===== src/rtl/shift_add_multiplier_if.sv =====
// Operand/result bundle for shift_add_multiplier: the requester drives the i_* signals
// and the multiplier drives the o_* signals.
interface shift_add_multiplier_if #(
    parameter int unsigned N = 8
) ();
    logic           i_start;
    logic           i_signed;
    logic [N-1:0]   i_multiplicand;
    logic [N-1:0]   i_multiplier;
    logic           o_busy;
    logic           o_finished;
    logic [2*N-1:0] o_product;

    modport master (
        output i_start, i_signed, i_multiplicand, i_multiplier,
        input  o_busy, o_finished, o_product
    );

    modport slave (
        input  i_start, i_signed, i_multiplicand, i_multiplier,
        output o_busy, o_finished, o_product
    );
endinterface


===== src/rtl/shift_add_multiplier.sv =====
// Sequential shift-and-add multiplier, unsigned or two's complement (sign-magnitude core).
// Optional macro SHIFT_ADD_MULTIPLIER_EARLY_EXIT_EN ends RUN once the remaining multiplier bits are zero.
module shift_add_multiplier #(
    parameter int unsigned N = 8
) (
    input logic                  i_clock,
    input logic                  i_reset,
    shift_add_multiplier_if.slave bus
);
    localparam int unsigned CW = $clog2(N);

    typedef enum logic [1:0] {IDLE, RUN, NEGATE, DONE} state_t;

    state_t         state, state_nxt;
    logic [2*N-1:0] acc;
    logic [2*N-1:0] mcand;
    logic [N-1:0]   mplier;
    logic [N-1:0]   mplier_shifted;
    logic [CW-1:0]  count;
    logic           sign_q;
    logic           signed_q;
    logic           accept;
    logic           last_run;
    logic           busy;
    logic           finished;
    logic [N-1:0]   mag_a;
    logic [N-1:0]   mag_b;

    assign accept = bus.i_start && ((state == IDLE) || (state == DONE));

    // Negating -2^(N-1) in N bits yields the same pattern, which read unsigned is the exact magnitude.
    assign mag_a = (bus.i_signed && bus.i_multiplicand[N-1]) ? ('0 - bus.i_multiplicand)
                                                             : bus.i_multiplicand;
    assign mag_b = (bus.i_signed && bus.i_multiplier[N-1]) ? ('0 - bus.i_multiplier)
                                                           : bus.i_multiplier;

    assign mplier_shifted = mplier >> 1;

`ifdef SHIFT_ADD_MULTIPLIER_EARLY_EXIT_EN
    assign last_run = (count == CW'(N - 1)) || (mplier_shifted == '0);
`else
    assign last_run = (count == CW'(N - 1));
`endif

    always_ff @(posedge i_clock) begin
        if (i_reset) begin
            state <= IDLE;
        end else begin
            state <= state_nxt;
        end
    end

    always_comb begin
        state_nxt = state;
        busy      = 1'b0;
        finished  = 1'b0;
        case (state)
            IDLE: begin
                if (accept) state_nxt = RUN;
            end
            RUN: begin
                busy = 1'b1;
                if (last_run) state_nxt = signed_q ? NEGATE : DONE;
            end
            NEGATE: begin
                busy      = 1'b1;
                state_nxt = DONE;
            end
            DONE: begin
                finished  = 1'b1;
                state_nxt = bus.i_start ? RUN : IDLE;
            end
            default: state_nxt = IDLE;
        endcase
    end

    always_ff @(posedge i_clock) begin
        if (i_reset) begin
            acc      <= '0;
            mcand    <= '0;
            mplier   <= '0;
            count    <= '0;
            sign_q   <= 1'b0;
            signed_q <= 1'b0;
        end else begin
            case (state)
                IDLE, DONE: begin
                    if (accept) begin
                        mcand    <= {{N{1'b0}}, mag_a};
                        mplier   <= mag_b;
                        acc      <= '0;
                        count    <= '0;
                        signed_q <= bus.i_signed;
                        sign_q   <= bus.i_signed &
                                    (bus.i_multiplicand[N-1] ^ bus.i_multiplier[N-1]);
                    end
                end
                RUN: begin
                    if (mplier[0]) acc <= acc + mcand;
                    mcand  <= mcand << 1;
                    mplier <= mplier_shifted;
                    count  <= count + CW'(1);
                end
                NEGATE: begin
                    if (sign_q) acc <= '0 - acc;
                end
                default: ;
            endcase
        end
    end

    assign bus.o_busy     = busy;
    assign bus.o_finished = finished;
    assign bus.o_product  = acc;
endmodule


===== src/flat_wrapper.sv =====
// flat-port wrapper written by rule: the top's interface ports become plain ports
module shift_add_multiplier_flat 
#(
    parameter int unsigned N = 8
)
  (i_clock, i_reset, bus_i_start, bus_i_signed, bus_i_multiplicand, bus_i_multiplier, bus_o_busy, bus_o_finished, bus_o_product);
  shift_add_multiplier_if #(.N(N)) bus_i ();
  input logic i_clock;
  input logic i_reset;
  input wire logic [$bits(bus_i.i_start)-1:0] bus_i_start;
  input wire logic [$bits(bus_i.i_signed)-1:0] bus_i_signed;
  input wire logic [$bits(bus_i.i_multiplicand)-1:0] bus_i_multiplicand;
  input wire logic [$bits(bus_i.i_multiplier)-1:0] bus_i_multiplier;
  output wire logic [$bits(bus_i.o_busy)-1:0] bus_o_busy;
  output wire logic [$bits(bus_i.o_finished)-1:0] bus_o_finished;
  output wire logic [$bits(bus_i.o_product)-1:0] bus_o_product;
  assign bus_i.i_start = bus_i_start;
  assign bus_i.i_signed = bus_i_signed;
  assign bus_i.i_multiplicand = bus_i_multiplicand;
  assign bus_i.i_multiplier = bus_i_multiplier;
  assign bus_o_busy = bus_i.o_busy;
  assign bus_o_finished = bus_i.o_finished;
  assign bus_o_product = bus_i.o_product;
  shift_add_multiplier #(.N(N)) u_core (.i_clock(i_clock), .i_reset(i_reset), .bus(bus_i));
endmodule

===== config.mk =====
export PLATFORM = sky130hd
export DESIGN_NAME = shift_add_multiplier_flat
export DESIGN_NICKNAME = d
export VERILOG_FILES = /design/src/rtl/shift_add_multiplier_if.sv /design/src/rtl/shift_add_multiplier.sv /design/src/flat_wrapper.sv
export SDC_FILE = /design/constraint.sdc
export NUM_CORES = 1
export LEC_CHECK = 0
export ABC_AREA = 1
export CAP_MARGIN = 10
export CORE_MARGIN = 1.5
export CORE_UTILIZATION = 55
export CTS_BUF_LIST = sky130_fd_sc_hd__clkbuf_16
export DETAILED_ROUTE_END_ITERATION = 8
export GPL_ROUTABILITY_DRIVEN = 0
export PLACE_DENSITY = 0.85
export RECOVER_POWER = 100
export SETUP_SLACK_MARGIN = 0.2
export SLEW_MARGIN = 15
export SYNTH_ARGS = -nofsm -noshare
export SYNTH_HDL_FRONTEND = slang
export SYNTH_SLANG_ARGS = --single-unit

===== constraint.sdc =====
create_clock -name i_clock -period 4.76 [get_ports i_clock]
set_input_delay 1.19 -clock i_clock [delete_from_list [all_inputs] [get_ports i_clock]]
set_output_delay 1.19 -clock i_clock [all_outputs]
set_load 0.05 [all_outputs]

## Word-level counts from Yosys, hierarchy flattened

Cells that the tools add are included.

| storage, ports and cells | value |
|---|---|
| register bits | 47 |
| bits of input ports | 20 |
| output and inout bits | 18 |
| word-level logic and storage cells | 54 |

| operators by class | value |
|---|---|
| add/sub/neg operators | 5 |
| equal/unequal tests | 9 |
| mux-type cells | 19 |
| bitwise operators | 2 |
| reduce and logical (&&, ||, !) cells | 12 |

Operators with widths:

| kind | count |
|---|---|
| $mux 16 | 4 |
| $pmux 16 s3 | 1 |
| $pmux 16 s2 | 1 |
| $mux 8 | 3 |
| $add 16x16->16 | 1 |
| $pmux 8 s2 | 1 |
| $sub 1x16->16 const A | 1 |
| $sub 1x8->8 const A | 2 |
| $ne 2x1->1 const B | 5 |
| $pmux 2 s4 | 1 |
| $pmux 3 s2 | 1 |
| $reduce_and 2->1 | 3 |
| $eq 2x2->1 const B | 2 |
| $mux 1 | 4 |
| $mux 2 | 2 |
| $reduce_or 2->1 | 2 |
| $add 3x1->3 const B | 1 |
| $eq 3x3->1 const B | 1 |
| $logic_and 1x1->1 | 3 |
| $mux 3 | 1 |
| $reduce_and 3->1 | 1 |
| $eq 2x1->1 const B | 1 |
| $logic_not 2->1 | 1 |
| $reduce_bool 2->1 | 1 |
| other kinds (3) | 3 |

## Longest topological paths before layout

| logic depth | value |
|---|---|
| depth in word-level cells | 5 |
| gate-level depth with buffers | 13 |
| gate-level depth less buffers | 13 |

## Worst setup path after synthesis

No wires, ideal clock.

| timing | value |
|---|---|
| kind | reg2out |
| start point | register u_core.state[0] |
| end point | output bus_o_busy |
| arrival | 1.033 ns |
| required time | 3.570 ns |
| setup slack | 2.537 ns |
| stages on the path, launching flop included | 3 |
| buffers on the path | 0 |
| path through | dfxtp_1 inv_1 ha_1 |

| between the ends | value |
|---|---|
| word-level cells in the longest chain between the ends | 3 |
| elaborated cells on any way between the ends | 4 |
| classes of those cells | eq/ne (2); mux (1); reduce/logical (1) |

Ends and longest elaborated chain:

| element | RTL line | RTL |
|---|---|---|
| start, declared | shift_add_multiplier.sv:14 | `state_t state, state_nxt;` |
| start signal, assigned | shift_add_multiplier.sv:49 | `state <= state_nxt;` |
| $eq 2x1->1 / $eq 2x2->1 (equally long branches) | shift_add_multiplier.sv:57 | `case (state)` |
| $reduce_or 2->1 (no source line) (*) | n/a |  |
| $mux 1 (*) | shift_add_multiplier.sv:57 |  |
| end, declared | flat_wrapper.sv:14 | `output wire logic [$bits(bus_i.o_busy)-1:0] bus_o_busy;` |

Mark *: on every way between the ends. The rest lies on a longest branch, timed or not.

## Final worst setup path

| timing | value |
|---|---|
| start point | input bus_i_start |
| end point | register u_core.mcand[7] |

| between the ends | value |
|---|---|
| word-level cells in the longest chain between the ends | 3 |

Ends and longest elaborated chain:

| element | RTL line | RTL |
|---|---|---|
| start, declared | flat_wrapper.sv:10 | `input wire logic [$bits(bus_i.i_start)-1:0] bus_i_start;` |
| $logic_and 1x1->1 | shift_add_multiplier.sv:29 | `assign accept = bus.i_start && ((state == IDLE) \|\| (state == DONE));` |
| $ne 2x1->1 (no source line) | n/a |  |
| $reduce_and 2->1 (no source line) | n/a |  |
| end signal, assigned | shift_add_multiplier.sv:89 | `mcand <= {{N{1'b0}}, mag_a};` |
| end signal, assigned | shift_add_multiplier.sv:100 | `mcand <= mcand << 1;` |
| end, declared | shift_add_multiplier.sv:16 | `logic [2*N-1:0] mcand;` |

Every way passes these cells.
A chain may end at the register's enable or synchronous reset.

==> metrics <==
Vias/cell approximately 5.6; XOR/XNOR Fraction of Synth Area 2.41%; die width 84.2 µm; Clock transition at path regs 70 ps; Startpoint Class input pin; slew at the pin closest to its max-slew limit 1590 ps; Max Fanout on Critical Path 26; Critical Path RT 4930 ps; register area share after synthesis 25.9%; post-synthesis register bit count 47; clock sink count 47; top cells by count, synth 192 x nand2_1, 59 x inv_1, 57 x a21oi_1; top cells by area, synth dfxtp_1 26%, nand2_1 20%, ha_1 8.6%, a21oi_1 7.9%, inv_1 6.1%; H-Tree Depth 2; total track usage 27.0%; layout cells sized above 1 5.65%; hold path cells 2; Residual DRC 1; total global routing overflow 0; initial antenna violation count 0; r2r worst-path depth 8; Core Box Area 6350 µm²; die footprint approximately 7100 µm²; Final period util 76.3%; Post-Synth Simple-Gate Area 35.7%; status finished with violations; RR Startpoint u_core.state[1]; antenna-violating nets left 0; Root Buffer clkbuf_16; WL per Instance 13.7 µm; Arr. time, crit path 3800 ps; DP HPWL a little under 7000 µm; # fillers between 500 and 600; multiplexer share of the synthesized area 0%; clk_skew 5.66 ps; failing checks DRC, capacitance limit, slew limit; RSZ-0062 raised after global routing no; final hold vios 0; reg2reg end u_core.mcand[7]; P&R area growth vs syn 14.5%; Yosys top cell area share 25.9%; main combinational cell family by area after synthesis simple AND/OR/NAND/NOR gates; leak pwr 2.04 nW; Synthesis Warnings 0; Hold Slack approximately 470 ps; drt first pass iters 7; via count around 3800; maximum VDD drop 0.000302 V; most common cell in the netlist nand2_1; height of the die 84.2 µm; setup slack, reg-to-reg 1500 ps; routed wire length 9330 µm; maximum clock path buffer count 2; Net count, final 648; Boundary Pins 38; synthesized area roughly 3600 µm²; diode count 0; post-CTS sizing 0; final setup vio count 0; TNS Setup 0 ps; beginning of the worst hold path u_core.count[1]; Yosys cell types 43; Power Dens Cells 396 nW/µm²; vias in the first global route 3513; Post-synth EDFFs 0; CTS Hold Bufs 0; DR iter-0 viols 305; TritonCTS clock tree built; async set-reset flop share out of synthesis 0%; dominant synthesized flop cell dfxtp_1; Starting Density between 50% and 60%; clock buffer count from CTS 5; maximum capacitance violations 1; Compound-Gate Fraction of Synth Area between 10% and 20%; first-pass GRT wire length approximately 16000 µm; Max Clk Rate 0.275 GHz; Cells after Synth 575; WS Path Type in -> reg; synthesized area per cell around 6.3 µm²; Worst-Skew Late Latency 290 ps; largest net degree at the start of global routing 31; CP Capture Type register; syn_nets slightly above 600; relative slew slack -6.28%; Port Buffers 37; Site Rows 29; cell taking the most area after synthesis dfxtp_1; Hold EP u_core.count[1]; Post-CTS Setup Bufs 0; Final Max Tran Viols 27; min Tclk post-route 3630 ps; adder-cell area share of the yosys netlist between 9 and 10%; HP Class reg -> reg
-- area by class of cell --
cell class,count,area [µm²],area share (%)
clock inverters,2,37.5,0.904
repair buffers,38,378,9.10
flip-flops and latches,47,941,22.7
well taps,77,96.3,2.32
clock buffers,5,125,3.01
multi-input cells,439,2310,55.6
inverters,71,267,6.42
-- through the flow --
stage	util (%)	instance area (µm²)	cells	total power [mW]	setup slack, ps
after floorplan	-	3630	575	1.10	2540
after global placement	63.1	4010	672	1.23	1860
after detailed placement	63.1	4010	672	1.25	1800
after CTS	65.6	4170	679	1.65	1610
after global routing	65.4	4150	679	1.75	778
final	65.4	4150	679	1.64	1130
-- layout by cell type (no fill, tap or decap), types with 5 or more instances in the layout --
master and instances:
dfxtp_1 47, dlygate4sd3_1 19, nand3_1 37, clkdlybuf4s50_1 18
clkbuf_16 5, nor2_4 5, nor2_1 38, nand2_1 193
xor2_1 7, o221ai_1 5, inv_1 62, ha_1 25
o21ai_1 6, inv_2 8, a21oi_1 58, o21ai_0 17
-- per-layer routing --
layer / GRT usage, % / part of all wire (%) / routed length [µm] / vias up
li1: - / - / - / 1925
met1: 34.1 / 43 / 4000 / 1715
met2: 47.1 / 49 / 4560 / 140
met3: 3.15 / 5.7 / 531 / 24
met4: 10.4 / 2.5 / 235 / 0
met5: 0 / 0 / 0 / -
-- registers in the layout, summed over array words and instances, names as in the netlist --
name and flops:
u_core.bus.o_product 16, u_core.mcand 16, u_core.mplier 8, u_core.count 3
u_core.state 2, u_core.sign_q 1, u_core.signed_q 1
-- kinds of logic after synthesis --
logic type	Yosys count
flip-flops	47
AO/OA/AOI/OAI	104
AND/OR/NAND/NOR	299
buffers and inverters	89
adder cells (fa/ha/maj)	26
XOR/XNOR	10
-- where the power goes --
group | switching, mW | leakage, nW | internal, mW | total (mW)
Sequential | 0.0652 | 0.382 | 0.464 | 0.530
Combinational | 0.495 | 1.58 | 0.217 | 0.712
Clock | 0.157 | 0.0759 | 0.245 | 0.402
Total | 0.717 | 2.04 | 0.927 | 1.64
-- critical path, stage by stage --
cell and delay [ps]:
clkdlybuf4s50_1 440, nand2_1 160, inv_1 110, nor2_1 1190, inv_2 350, o21ai_0 280, a21oi_1 60
-- worst max path at each step --
stage / startpoint / endpoint / slack [ps] / cells past startpoint
after floorplan: u_core.state[0] / bus_o_busy / 2540 / 2
after global placement: bus_i_start / u_core.mplier[6] / 1860 / 7
after detailed placement: bus_i_start / u_core.mplier[6] / 1800 / 7
after CTS: u_core.state[0] / bus_o_busy / 1610 / 3
after global routing: bus_i_start / u_core.mplier[5] / 780 / 7
final: bus_i_start / u_core.mcand[7] / 1130 / 7
Note: power is estimated with default switching activity, not from simulation.
